$ cat src/rtl/cpu_pkg.sv
`default_nettype none
// ============================================================================
// Module      : cpu_pkg
// Description : Shared request-index constants, grant state type and the
//               onehot/index helpers also used by decoder_3to8.
// Revision    : 1.0 - initial release
// ============================================================================
package cpu_pkg;

   localparam int N_REQ = 8;
   localparam int IDX_W = 3;

   typedef enum logic [0:0] {
      IDLE  = 1'b0,
      GRANT = 1'b1
   } state_t;

   function automatic logic [N_REQ-1:0] idx2onehot(input logic [IDX_W-1:0] idx);
      logic [N_REQ-1:0] v;
      v      = '0;
      v[idx] = 1'b1;
      return v;
   endfunction

   // Valid only for a onehot (or zero) input: ORs together the set positions.
   function automatic logic [IDX_W-1:0] onehot2idx(input logic [N_REQ-1:0] oh);
      logic [IDX_W-1:0] r;
      r = '0;
      for (int i = 0; i < N_REQ; i++) begin
         if (oh[i]) begin
            r = r | IDX_W'(i);
         end
      end
      return r;
   endfunction

endpackage
`default_nettype wire

$ cat src/rtl/prio_pick8.sv
`default_nettype none
// ============================================================================
// Module      : prio_pick8
// Description : Combinational 8-way picker: highest set bit, or first set bit
//               at/after start (wrapping) when rr=1.
// Revision    : 1.0 - initial release
// ============================================================================
module prio_pick8
   import cpu_pkg::*;
(
   input  logic [N_REQ-1:0] cand,
   input  logic [IDX_W-1:0] start,
   input  logic             rr,
   output logic [IDX_W-1:0] idx,
   output logic             any
);

   logic [2*N_REQ-1:0] w_dbl;
   logic [N_REQ-1:0]   w_rot;
   logic [N_REQ-1:0]   w_rev;
   logic [N_REQ-1:0]   w_rr_low;
   logic [N_REQ-1:0]   w_fp_low;

   // Rotating search: rotate so start sits at bit 0, isolate the lowest set
   // bit, then add start back. Fixed priority does the same on a bit-reversal.
   always_comb begin
      w_dbl = {cand, cand};
      w_rot = w_dbl[start +: N_REQ];
      w_rev = '0;
      for (int i = 0; i < N_REQ; i++) begin
         w_rev[i] = cand[N_REQ-1-i];
      end
      w_rr_low = w_rot & (~w_rot + N_REQ'(1));
      w_fp_low = w_rev & (~w_rev + N_REQ'(1));
      any      = |cand;
      if (rr) begin
         idx = onehot2idx(w_rr_low) + start;
      end else begin
         idx = IDX_W'(N_REQ-1) - onehot2idx(w_fp_low);
      end
   end

endmodule
`default_nettype wire

$ cat src/rtl/irq_encoder_8to3.sv
`default_nettype none
// ============================================================================
// Module      : irq_encoder_8to3
// Description : Registered 8-to-3 request encoder with pending capture,
//               masking, fixed/rotating priority and valid/ack handshake.
// Revision    : 1.0 - initial release
// ============================================================================
module irq_encoder_8to3
   import cpu_pkg::*;
#(
   parameter int unsigned ROUND_ROBIN = 0,
   parameter int unsigned EDGE_MODE   = 1
)(
   input  logic             clk,
   input  logic             rst_n,
   input  logic [N_REQ-1:0] req,
   input  logic [N_REQ-1:0] mask,
   input  logic             encoder_enable,
   output logic [IDX_W-1:0] out,
   output logic             valid,
   input  logic             ack,
   output logic [N_REQ-1:0] pending
);

   state_t           state_q,    state_d;
   logic [N_REQ-1:0] pending_q,  pending_d;
   logic [N_REQ-1:0] req_q;
   logic [IDX_W-1:0] out_q,      out_d;
   logic             valid_q,    valid_d;
   logic [IDX_W-1:0] last_idx_q, last_idx_d;

   logic [N_REQ-1:0] w_set_vec;
   logic [N_REQ-1:0] w_clr_vec;
   logic [N_REQ-1:0] w_cand;
   logic [IDX_W-1:0] w_pick_idx;
   logic             w_pick_any;
   logic [IDX_W-1:0] w_start;

   generate
      if (EDGE_MODE != 0) begin : g_edge_set
         assign w_set_vec = req & ~req_q;
      end else begin : g_level_set
         assign w_set_vec = req;
      end
   endgenerate

   assign w_cand  = pending_q & ~mask;
   assign w_start = last_idx_q + IDX_W'(1);

   prio_pick8 u_pick (
      .cand  (w_cand),
      .start (w_start),
      .rr    (ROUND_ROBIN != 0),
      .idx   (w_pick_idx),
      .any   (w_pick_any)
   );

   always_comb begin
      state_d    = state_q;
      out_d      = out_q;
      valid_d    = valid_q;
      last_idx_d = last_idx_q;
      w_clr_vec  = '0;
      case (state_q)
         IDLE: begin
            if (encoder_enable && w_pick_any) begin
               out_d      = w_pick_idx;
               valid_d    = 1'b1;
               last_idx_d = w_pick_idx;
               state_d    = GRANT;
            end
         end
         GRANT: begin
            if (ack) begin
               w_clr_vec = idx2onehot(out_q);
               valid_d   = 1'b0;
               state_d   = IDLE;
            end
         end
         default: begin
            valid_d = 1'b0;
            state_d = IDLE;
         end
      endcase
      // Set is ORed after the clear so a fresh edge in the ack cycle re-pends.
      pending_d = (pending_q & ~w_clr_vec) | w_set_vec;
   end

   always_ff @(posedge clk or negedge rst_n) begin
      if (!rst_n) begin
         state_q    <= IDLE;
         pending_q  <= '0;
         req_q      <= '0;
         out_q      <= '0;
         valid_q    <= 1'b0;
         last_idx_q <= IDX_W'(N_REQ-1);
      end else begin
         state_q    <= state_d;
         pending_q  <= pending_d;
         req_q      <= req;
         out_q      <= out_d;
         valid_q    <= valid_d;
         last_idx_q <= last_idx_d;
      end
   end

   assign out     = out_q;
   assign valid   = valid_q;
   assign pending = pending_q;

endmodule
`default_nettype wire

$ cat config.mk
export PLATFORM = sky130hd
export DESIGN_NAME = irq_encoder_8to3
export DESIGN_NICKNAME = d
export VERILOG_FILES = /design/src/rtl/cpu_pkg.sv /design/src/rtl/prio_pick8.sv /design/src/rtl/irq_encoder_8to3.sv
export SDC_FILE = /design/constraint.sdc
export NUM_CORES = 1
export LEC_CHECK = 0
export CAP_MARGIN = 40
export CORE_MARGIN = 4
export CORE_UTILIZATION = 46
export DETAILED_ROUTE_END_ITERATION = 10
export PLACE_DENSITY = 0.91
export REMOVE_ABC_BUFFERS = 1
export SLEW_MARGIN = 40
export SYNTH_ARGS = -nofsm -noshare
export SYNTH_HDL_FRONTEND = slang
export SYNTH_SLANG_ARGS = --single-unit
$ cat constraint.sdc
create_clock -name clk -period 3.85 [get_ports clk]
set_clock_uncertainty 0.2 [all_clocks]
set_input_delay 0.5775 -clock clk [delete_from_list [all_inputs] [get_ports clk]]
set_output_delay 0.5775 -clock clk [all_outputs]
set_load 0.02 [all_outputs]
==> results.py <==
metrics = {
    "run_status": {
        "status": "completed",
    },
    "detailed_routing": {
        "drcViolationCount": 0,
        "avgRoutedWirePerCell_um": 14.4,
        "drt_iter0_markers": 19,
        "ant_nets": 0,
        "totalWireLength_um": 1980,
        "via_count": 719,
        "drt_first_pass_iters": 4,
        "vias_per_cell": 5.25,
    },
    "clock_tree": {
        "ctsHoldBuffers": 0,
        "cts_resized": 0,
        "cts_buffers": 3,
        "clockRootBuffer": "clkbuf_4",
        "path_clk_slew_ps": 110,
        "cts_tree": "built",
        "cts_setup_buffers": 0,
        "clk_latency_ps": 290,
        "cts_max_level": 1,
        "cts_max_path_buffers": 2,
        "cts.sinks": 21,
    },
    "pwr": {
        "p_leak_nw": 0.539,
        "p_int_mw": 0.389,
        "swShare_pct": 32.2,
        "power_frac_clock_pct": 17.7,
        "cellPowerDensity_nw_per_um2": 462,
        "ir_drop_mv": 0.289,
        "p_comb_share_pct": 32.7,
        "seq_power_share_pct": 49.6,
        "power.switching_mw": 0.185,
    },
    "worst_setup_path": {
        "required_ps": 3070,
        "endpoint_kind": "primary output",
        "cpPeakStageDelay_ps": 670,
        "crit_family": "buffers and inverters",
        "path_buf_inv": 1,
        "critPathLaunchType": "flip-flop",
        "arrival_ps": 1480,
        "worstSetupPathType": "flip-flop to primary output",
        "critPathSlowestCell": "clkdlybuf4s50_1",
        "worst-path-stages": 1,
        "worstRegToRegCells": 4,
        "crit_path_max_fanout": 7,
        "path_cells": "clkdlybuf4s50_1",
    },
    "synthesis": {
        "synth_largest_area_cell": "dfrtp_1",
        "synth.area.top_cells": "dfrtp_1 (60%), o21ai_0 (8.0%), inv_1 (4.7%)",
        "avgSynthCellArea_um2": 11.4,
        "ys_warn_count": 0,
        "ys_seq_elements": 21,
        "yosysSeqAreaShare_pct": 59.7,
        "syn_area_um2": 880,
        "synth_cell_type_count": 20,
        "synth_top_area_share_pct": 59.7,
        "netlist_instances": 77,
    },
    "finish": {
        "n_antenna_cell": 0,
        "nets": 133,
        "drive_above_1_share_pct": 8.93,
        "final_common_cell": "clkdlybuf4s50_1",
        "synthToLayoutAreaGrowth_pct": 41.3,
        "layout_common_cells": "clkdlybuf4s50_1 (30), dfrtp_1 (21), o21ai_0 (14), inv_1 (11)",
        "regArea_um2": 526,
        "fill_cells": 142,
        "multi_input_area_um2": 313,
    },
    "floorplan": {
        "initial_core_util_pct": 49.9,
        "row_count": 15,
        "die_w_um": 51.7,
        "coreArea_um2": 1760,
        "io_pins": 32,
        "die-area_um2": 2680,
        "fp.dieH_um": 51.7,
    },
    "sta": {
        "worst_pin_slew_ps": 446,
        "fin_setup_tns_ps": 0,
        "finalHoldViolCount": 0,
        "setup_slack_ps": 1590,
        "timing.slew.headroom_pct": 70.2,
        "finalCriticalPeriod_ps": 2260,
        "post-route-period-util_pct": 58.7,
        "setup_viol": 0,
        "rsz0062_at_grt": "false",
        "fmax_mhz": 442,
        "drv_slew": 0,
    },
    "placed_design": {
        "place_hpwl_um": 1560,
        "gp_congestion": 0.852,
        "io_buffers": 31,
        "dp_slack_ps": 1460,
    },
    "grt": {
        "antenna_found_initial": 0,
        "grt_max_degree": 22,
        "grt_pass1_wl_um": 3230,
        "grt_overflow_total": 0,
        "track_usage_pct": 16.7,
        "grt_pass1_vias": 713,
    },
    "run": {
        "maxCapViolations": 0,
    },
    "worst_hold_path": {
        "hold_class": "input pin to asynchronous set/reset pin",
    },
}
[sequential cells by signal, summed over array words and instances, names as in the netlist]
| register | cells |
|---|---|
| pending | 8 |
| req_q | 8 |
| out | 3 |
| valid | 1 |
| state_q | 1 |
[cell families (layout without fill, tap and decap cells)]
logic type / count (synthesis) / count (layout) / synth area share, %
buffers and inverters: 11 / 46 / 4.69
multiplexers: 1 / 1 / 1.71
AND/OR/NAND/NOR: 20 / 20 / 15.8
AO/OA/AOI/OAI: 24 / 24 / 18.1
flip-flops: 21 / 21 / 59.7
[synth_stat cells]
cell type / count
dfrtp_1: 21
o21ai_0: 14
inv_1: 11
nand2_1: 5
nor2b_1: 5
nand2b_1: 4
o31ai_1: 3
nor2b_4: 2
a21oi_1: 1
a32o_1: 1
a41o_4: 1
mux2_4: 1
nand3_1: 1
nor2_1: 1
nor4_4: 1
o21ai_1: 1
o21bai_1: 1
o221ai_1: 1
o2bb2ai_1: 1
or2_2: 1
[per-stage QoR]
step | power (mW) | hold slack, ps | std cells | utilization (%) | area (µm²)
floorplan | 0.376 | 81.9 | 77 | - | 880
global placement | 0.470 | 203 | 133 | 69.2 | 1220
detailed placement | 0.476 | 212 | 133 | 68.9 | 1220
CTS | 0.579 | 15.7 | 137 | 70.4 | 1240
global route | 0.606 | 24.3 | 137 | 70.4 | 1240
finish | 0.574 | 5.55 | 137 | 70.4 | 1240
[power groups by stage]
| stage | registers, mW | clock network (mW) | logic, mW |
|---|---|---|---|
| 2_1_floorplan | 0.311 | 0 | 0.0654 |
| 3_3_place_gp | 0.286 | 0 | 0.184 |
| 3_5_place_dp | 0.289 | 0 | 0.187 |
| 4_1_cts | 0.285 | 0.105 | 0.189 |
| 5_1_grt | 0.290 | 0.116 | 0.200 |
| 6_report | 0.285 | 0.102 | 0.187 |
[routing by layer]
metal | track usage [%] | up-vias | wire length [µm]
met5 | 0 | - | 0
met4 | 7.86 | 0 | 29
met3 | 4.58 | 4 | 147
met2 | 26.3 | 40 | 1010
met1 | 21.2 | 344 | 788
li1 | - | 331 | -
[layout make-up]
| type | count | area share (%) |
|---|---|---|
| multi-input combinational | 45 | 25.2 |
| inverter | 11 | 3.32 |
| sequential | 21 | 42.3 |
| tap | 25 | 2.52 |
| clock buffer | 4 | 2.11 |
| timing repair buffer | 31 | 24.6 |
[path summary, 6_finish.rpt]
kind                             from          to  slack (ps)
max                            out[1]      out[1]        1590
min                             rst_n    req_q[6]           6
max reg2reg                pending[6]      out[1]        2050
min reg2reg                  req_q[0]  pending[0]         220
max in group asynchronous       rst_n  pending[3]        3130
min in group clk             req_q[0]  pending[0]         220
Note: power is estimated with default switching activity, not from simulation.
